===== config.mk =====
export PLATFORM = sky130hd
export DESIGN_NAME = mem_access_unit
export DESIGN_NICKNAME = d
export VERILOG_FILES = /design/src/rtl/mem_access_pkg.sv /design/src/rtl/mau_lane_align.sv /design/src/rtl/mem_access_unit.sv
export SDC_FILE = /design/constraint.sdc
export NUM_CORES = 1
export LEC_CHECK = 0
export ABC_CLOCK_PERIOD_IN_PS = 3500
export BUFFER_PORTS_ARGS = -buffer_cell sky130_fd_sc_hd__clkbuf_2
export CORE_UTILIZATION = 48
export CTS_CLUSTER_SIZE = 8
export DETAILED_ROUTE_END_ITERATION = 8
export PLACE_DENSITY = 0.78
export SYNTH_ARGS = -nofsm -noshare
export SYNTH_HDL_FRONTEND = slang
export SYNTH_SLANG_ARGS = --single-unit

===== constraint.sdc =====
create_clock -name clk -period 3.5 [get_ports clk]
set_clock_uncertainty 0.05 [all_clocks]
set_input_delay 0.175 -clock clk [delete_from_list [all_inputs] [get_ports clk]]
set_output_delay 0.175 -clock clk [all_outputs]
set_load 0.02 [all_outputs]

===== src/rtl/mem_access_pkg.sv =====
// Shared definitions for the load/store initiator: access-size codes, FSM states
// and the alignment rule used to reject requests before any memory access.
`timescale 1ns/1ps
package mem_access_pkg;

    localparam logic [1:0] SZ_BYTE = 2'b00;
    localparam logic [1:0] SZ_HALF = 2'b01;
    localparam logic [1:0] SZ_WORD = 2'b10;
    localparam logic [1:0] SZ_ILL  = 2'b11;

    typedef enum logic [2:0] {
        ST_IDLE,
        ST_RD,
        ST_CAPT,
        ST_WR,
        ST_RESP
    } state_t;

    // Illegal size counts as misaligned so a single check gates the error path.
    function automatic logic misaligned(input logic [1:0] size, input logic [1:0] offset);
        case (size)
            SZ_BYTE: return 1'b0;
            SZ_HALF: return offset[0];
            SZ_WORD: return (offset != 2'b00);
            default: return 1'b1;
        endcase
    endfunction

endpackage


===== src/rtl/mau_lane_align.sv =====
// Combinational lane steering: extracts/extends a little-endian load lane and
// merges right-aligned store data into the addressed lane of a read word.
`timescale 1ns/1ps
module mau_lane_align
    import mem_access_pkg::*;
(
    input  logic [31:0] word_i,
    input  logic [1:0]  offset_i,
    input  logic [1:0]  size_i,
    input  logic        signed_i,
    input  logic [31:0] wdata_i,
    output logic [31:0] load_o,
    output logic [31:0] merged_o
);

    logic [7:0]  byte_lane;
    logic [15:0] half_lane;

    always_comb begin
        byte_lane = word_i[7:0];
        case (offset_i)
            2'd1:    byte_lane = word_i[15:8];
            2'd2:    byte_lane = word_i[23:16];
            2'd3:    byte_lane = word_i[31:24];
            default: byte_lane = word_i[7:0];
        endcase
        half_lane = offset_i[1] ? word_i[31:16] : word_i[15:0];

        case (size_i)
            SZ_BYTE: load_o = {{24{signed_i & byte_lane[7]}}, byte_lane};
            SZ_HALF: load_o = {{16{signed_i & half_lane[15]}}, half_lane};
            default: load_o = word_i;
        endcase

        merged_o = word_i;
        case (size_i)
            SZ_BYTE: begin
                case (offset_i)
                    2'd1:    merged_o[15:8]  = wdata_i[7:0];
                    2'd2:    merged_o[23:16] = wdata_i[7:0];
                    2'd3:    merged_o[31:24] = wdata_i[7:0];
                    default: merged_o[7:0]   = wdata_i[7:0];
                endcase
            end
            SZ_HALF: begin
                if (offset_i[1]) merged_o[31:16] = wdata_i[15:0];
                else             merged_o[15:0]  = wdata_i[15:0];
            end
            default: merged_o = wdata_i;
        endcase
    end

endmodule


===== src/rtl/mem_access_unit.sv =====
// Load/store initiator: valid/ready request in, one-cycle response pulse out,
// absorbing the memory's registered read and doing read-modify-write for sub-word stores.
//
// state   | meaning
// IDLE    | req_ready high, latch request on req_valid
// RD      | word address presented to memory, read in flight
// CAPT    | read data valid: extract load lane or build merged store word
// WR      | mem_write high for one cycle with full or merged word
// RESP    | resp_valid pulse, result already registered
`timescale 1ns/1ps
module mem_access_unit
    import mem_access_pkg::*;
(
    input  logic        clk,
    input  logic        reset,
    input  logic        req_valid,
    output logic        req_ready,
    input  logic        req_write,
    input  logic [1:0]  req_size,
    input  logic        req_signed,
    input  logic [17:0] req_addr,
    input  logic [31:0] req_wdata,
    output logic        resp_valid,
    output logic [31:0] resp_rdata,
    output logic        resp_err,
    output logic        mem_write,
    output logic [15:0] mem_addr,
    output logic [31:0] mem_datain,
    input  logic [31:0] mem_dataout
);

    state_t      state_q, state_d;
    logic        write_q, write_d;
    logic [1:0]  size_q, size_d;
    logic        signed_q, signed_d;
    logic [1:0]  offset_q, offset_d;
    logic [31:0] wdata_q, wdata_d;
    logic [15:0] mem_addr_q, mem_addr_d;
    logic [31:0] mem_datain_q, mem_datain_d;
    logic [31:0] resp_rdata_q, resp_rdata_d;
    logic        resp_err_q, resp_err_d;

    logic [31:0] load_val;
    logic [31:0] merged_word;

    mau_lane_align u_align (
        .word_i   (mem_dataout),
        .offset_i (offset_q),
        .size_i   (size_q),
        .signed_i (signed_q),
        .wdata_i  (wdata_q),
        .load_o   (load_val),
        .merged_o (merged_word)
    );

    always_ff @(posedge clk or posedge reset) begin
        if (reset) begin
            state_q      <= ST_IDLE;
            write_q      <= 1'b0;
            size_q       <= SZ_BYTE;
            signed_q     <= 1'b0;
            offset_q     <= 2'b00;
            wdata_q      <= 32'h0;
            mem_addr_q   <= 16'h0;
            mem_datain_q <= 32'h0;
            resp_rdata_q <= 32'h0;
            resp_err_q   <= 1'b0;
        end else begin
            state_q      <= state_d;
            write_q      <= write_d;
            size_q       <= size_d;
            signed_q     <= signed_d;
            offset_q     <= offset_d;
            wdata_q      <= wdata_d;
            mem_addr_q   <= mem_addr_d;
            mem_datain_q <= mem_datain_d;
            resp_rdata_q <= resp_rdata_d;
            resp_err_q   <= resp_err_d;
        end
    end

    always_comb begin
        state_d      = state_q;
        write_d      = write_q;
        size_d       = size_q;
        signed_d     = signed_q;
        offset_d     = offset_q;
        wdata_d      = wdata_q;
        mem_addr_d   = mem_addr_q;
        mem_datain_d = mem_datain_q;
        resp_rdata_d = resp_rdata_q;
        resp_err_d   = resp_err_q;

        case (state_q)
            ST_IDLE: begin
                if (req_valid) begin
                    write_d  = req_write;
                    size_d   = req_size;
                    signed_d = req_signed;
                    offset_d = req_addr[1:0];
                    wdata_d  = req_wdata;
                    if (misaligned(req_size, req_addr[1:0])) begin
                        resp_err_d   = 1'b1;
                        resp_rdata_d = 32'h0;
                        state_d      = ST_RESP;
                    end else if (req_write && req_size == SZ_WORD) begin
                        // Full-word store skips the read; address and data go out at acceptance.
                        mem_addr_d   = req_addr[17:2];
                        mem_datain_d = req_wdata;
                        state_d      = ST_WR;
                    end else begin
                        mem_addr_d = req_addr[17:2];
                        state_d    = ST_RD;
                    end
                end
            end
            ST_RD: state_d = ST_CAPT;
            ST_CAPT: begin
                if (write_q) begin
                    mem_datain_d = merged_word;
                    state_d      = ST_WR;
                end else begin
                    resp_rdata_d = load_val;
                    resp_err_d   = 1'b0;
                    state_d      = ST_RESP;
                end
            end
            ST_WR: begin
                resp_rdata_d = 32'h0;
                resp_err_d   = 1'b0;
                state_d      = ST_RESP;
            end
            ST_RESP: state_d = ST_IDLE;
            default: state_d = ST_IDLE;
        endcase
    end

    assign req_ready  = (state_q == ST_IDLE);
    assign mem_write  = (state_q == ST_WR);
    assign resp_valid = (state_q == ST_RESP);
    assign mem_addr   = mem_addr_q;
    assign mem_datain = mem_datain_q;
    assign resp_rdata = resp_rdata_q;
    assign resp_err   = resp_err_q;

endmodule


# After elaboration in Yosys (flattened, before gate mapping)
# Cells that the tools add are included.
# classes
add_sub_neg	0
mul	0
div	0
magnitude_cmp	0
n_eq_ne	16
shift	0
mux	31
bitwise	3
n_reduce_logical	12
# ops
op	count
$mux 32	7
$pmux 32 s2	3
$pmux 32 s3	1
$mux 16	3
$mux 8	4
$pmux 8 s3	1
$pmux 3 s4	1
$mux 3	3
$ne 2x2->1 const B	4
$eq 2x1->1 const B	3
$eq 2x2->1 const B	3
$eq 3x2->1 const B	2
$pmux 1 s3	2
$mux 1	5
$reduce_and 5->1	1
$logic_not 2->1	2
$ne 2x1->1 const B	2
$reduce_and 4->1	1
$reduce_bool 2->1	2
$eq 3x1->1 const B	1
$eq 3x3->1 const B	1
$logic_not 3->1	1
$reduce_and 3->1	1
$reduce_bool 3->1	1
other kinds (6)	7
# totals
register_bits	122
latch_bits	0
ram_bits	0
romBits	0
out_inout_bits	84
n_memories	0

# Logic depth before layout (Yosys ltp)
# logic_depth
ltp_word	7
mapped_depth	8

# By module
# A second synthesis with hierarchy kept.
# unflattened
hier_cells	626
hier_area_um2	7258.2
# modules_own_cells
mod	n_inst	cells_each	area_each_um2	seq_area_each_um2
mem_access_unit	1	390	5545.3	3052.9
mau_lane_align	1	236	1712.9	0.0

# Least setup slack after synthesis
# Ideal clock, no wire load.
# synth_timing
path_type	register to register
from	register state_q[1]
to	register mem_datain_q[14], in the netlist mem_datain[14]
t_arrival_ps	2027
t_required_ps	3325
setup_slack_ps	1297
stages_incl_launch_ff	8
path_buffers	3
synth_period_minus_slack_ps	2203
path_cell_list	dfrtp_1 -> buf_4 -> nor3_1 -> and3_4 -> buf_6 -> nor3_4 -> buf_6 -> mux2_4
# synth_via
elab_chain_cells	3
# synth_rtl
element	line	text
start, declared	mem_access_unit.sv:32	state_t state_q, state_d;
start signal, assigned	mem_access_unit.sv:69	state_q <= state_d;
$logic_not 3->1 *	--	
net req_ready	mem_access_unit.sv:17	output logic req_ready,
$ne 2x1->1 (no line) (tied with other cells)	--	
$reduce_and 5->1 (no line)	--	
end signal, assigned	mem_access_unit.sv:76	mem_datain_q <= mem_datain_d;
end, declared	mem_access_unit.sv:39	logic [31:0] mem_datain_q, mem_datain_d;
# Mark *: on every way through the listed nets, which the timed path passes. The rest lies on a longest branch.
# A chain may end at the register's enable or synchronous reset.

# Worst setup path after layout
# layout_timing
from	register state_q[2]
to	register mem_datain_q[0], in the netlist mem_datain[0]
# layout_via
elab_chain_cells	3
# layout_rtl
element	line	text
$eq 3x2->1 or $logic_not 3->1 (tied branches)	mem_access_unit.sv:94	case (state_q)
$ne 2x2->1 (no line) (tied with other cells)	--	
$reduce_and 5->1 (no line)	--	
# Parallel ways exist; a longest one is shown, timed or not.

==> results_dict.tcl <==
set metrics [dict create \
    worstPathMaxFanout 29 \
    synth.most_common_cell "dfrtp_1" \
    powerDensity_nw_per_um2 998 \
    cp_cell_sequence "or3b_1 > buf_4 > o32a_1 > nand3_1 > o31ai_1" \
    ir_drop_v 0.000518 \
    max_freq_mhz 354 \
    placed_cell_area_um2 7590 \
    synth-seq-cells 122 \
    path_buf_inv 1 \
    portBuffers 172 \
    worstSetupPathType "flop to flop" \
    synth_cell_type_count 60 \
    area_delta_synth_final_pct 31.7 \
    numCtsBuffers 17 \
    die_w_um 120 \
    syn_area_um2 6640 \
    leakagePower_nw 4.00 \
    multi_input_area_um2 3290 \
    worst_setup_path_end_kind "flop" \
    antenna_found_initial 0 \
    cp_slowest_cell "dfrtp_1" \
    outcome "completed" \
    clkLatencyLatePin_ns 0.42 \
    start_kind "flop" \
    fillers 1056 \
    ant_nets 0 \
    layoutNonFillerInstCount 1017 \
    rows 42 \
    synth.avg_cell_area_um2 10.5 \
    critPathRequiredTime_ns 3.75 \
    yosys.area.top_type "dfrtp_1" \
    min_period_ns 2.82 \
    drc 0 \
    cap_violations 0 \
    synth_ff_type "dfrtp_1" \
    postSynth.asyncResetShare_pct 100 \
    worst_slew_pin_slew_ns 1.29 \
    hp-class "primary input to flop" \
    cp_top_family "compound AO/OA/AOI/OAI gates" \
    cts_root_buf "clkbuf_16" \
    slew_violations 0 \
    cts_tree "built" \
    grt_pass1_wl_mm 32.9 \
    hold_violations 0 \
    clock_path_buffers 2 \
    cpPeakStageDelay_ns 0.69 \
    register_area_um2 3050 \
    totalWireLength_mm 21.0 \
    grt_pass1_vias 6123 \
    drtPass1Iterations 5 \
    cts_setup_buffers 0 \
    rsz0062_at_grt "no" \
    final_layout_size_suffix_gt1_share_pct 34.5 \
    ys_warn_count 0 \
    place_congestion 0.961 \
    dp_hpwl_mm 14.5 \
    dp_cells 933 \
    path_clk_slew_ns 0.05 \
    holdWs_ns 0.0125 \
    setup_violations 0 \
    cts_resized 0 \
    crit_arrival_ns 3.08 \
    layout.nets 919 \
    track_usage_pct 30.1 \
    setup_tns_ns 0 \
    relSlewSlack_pct 13.4 \
    routed_via_density 6.23 \
    synthTopCellsByCount "dfrtp_1, mux2_2, nand2_1" \
    synth-edff-count 0 \
    synth_nets 721 \
    io_pins 173 \
    synthCells 632 \
    cts_sinks 122 \
    core-area_um2 13300 \
    grt_start_max_net_pins 82 \
    ys_seq_area_share_pct 46.0 \
    fp.dieArea_um2 14300 \
    antennaDiodeCount 0 \
    die_y_um 120 \
    cts_max_level 4 \
    grt_overflow 0 \
    initial_core_util_pct 49.7 \
    first_iter_violations 624 \
    final_cell_area_um2 8740 \
    post_drt_wl_per_cell_um 20.7 \
    synth.area.top_cells "dfrtp_1, mux2_2, a32o_1, mux2i_1, o31ai_1" \
    via_count 6340 \
    fin_crit_sh_pct 80.6 \
    yosysTopAreaCellShare_pct 46.0 \
]
==> registers in the layout, summed over array words and instances (netlist names), 2 cells and up <==
name / cells
mem_addr: 16
resp_rdata: 32
mem_datain: 32
state_q: 3
offset_q: 2
wdata_q: 32
size_q: 2
==> cell usage in the layout, fill, tap and decap left out, drive strengths merged, types with 5 or more instances in the layout <==
master       synthesis  routed
o311ai               7       7
nor2                16      16
dfrtp              122     122
nand3               28      28
a41oi                8       8
o22ai                5       5
mux2                60      60
buf                 27      14
or3                  8       8
nand2               37      37
nand2b              23      23
o21ai               36      36
a31oi               12      12
and3                17      17
o31ai               24      24
a211o                9       9
a221o                8       8
inv                 10      10
dlygate4sd3          0      54
a21o                10      10
mux2i               21      21
a21oi               27      27
nor2b               11      11
a32o                23      23
a221oi               7       7
clkbuf              34     194
==> worst paths after layout <==
path	startpoint	end	slack, ns	cells past startpoint
min in group asynchronous	reset	wdata_q[22]$_DFFE_PP0P_	0.47	3
max in group asynchronous	reset	resp_rdata[14]$_DFFE_PP0P_	2.13	4
hold reg to reg	resp_rdata[7]$_DFFE_PP0P_	resp_rdata[7]$_DFFE_PP0P_	0.44	1
setup / recovery	state_q[2]$_DFFE_PP0P_	mem_datain[0]$_DFFE_PP0P_	0.68	5
hold / removal	req_wdata[4]	wdata_q[4]$_DFFE_PP0P_	0.01	2
setup reg to reg	state_q[2]$_DFFE_PP0P_	mem_datain[0]$_DFFE_PP0P_	0.68	5
==> where the power goes <==
group          total [W]  internal [W]  leakage, nW  switching [W]
Clock            0.00184       0.00123        0.302       0.000607
Sequential       0.00278       0.00211         1.50       0.000665
Combinational    0.00410       0.00163         2.20        0.00248
Total            0.00872       0.00498         4.00        0.00375
==> worst register-to-register path, stage by stage (launching register included) <==
cell and delay, ns:
dfrtp_1 0.69, or3b_1 0.25, buf_4 0.34, o32a_1 0.43
nand3_1 0.52, o31ai_1 0.44
==> logic make-up after synthesis <==
| group | share of synthesized area (%) |
|---|---|
| buffers and inverters | 4.75 |
| muxes | 13.8 |
| AOI/OAI and AO/OA | 21.6 |
| DFF | 46.0 |
| and+or+nand+nor | 13.9 |
==> metal layers <==
layer,global-route usage (%),part of all wire (%)
met1,40.5,42
met2,46.7,47
met3,6.56,9.1
met4,13.0,2.5
met5,0,0
==> metrics by stage <==
step / total power [W] / setup WS, ns / utilization (%)
after detailed placement: 0.00676 / 0.749 / 56.8
after global routing: 0.00917 / 0.526 / 65.5
after global placement: 0.00660 / 0.905 / 56.8
final: 0.00872 / 0.679 / 65.5
after CTS: 0.00867 / 0.721 / 65.5
after floorplan: 0.00552 / 0.0325 / -
==> final cells by class <==
| class | count | area share (%) |
|---|---|---|
| multi-input combinational | 439 | 37.7 |
| sequential | 122 | 34.9 |
| timing repair buffer | 240 | 17.4 |
| clock buffer | 22 | 5.42 |
| tap | 176 | 2.52 |
| clock inverter | 8 | 1.63 |
| inverter | 10 | 0.458 |
==> timing repair <==
| action | CTS | global route |
|---|---|---|
| setup endpoints to repair | 0 | 0 |
| hold buffers | 54 | 0 |
| hold endpoints to repair | 134 | 0 |
Note: power is estimated with default switching activity, not from simulation.
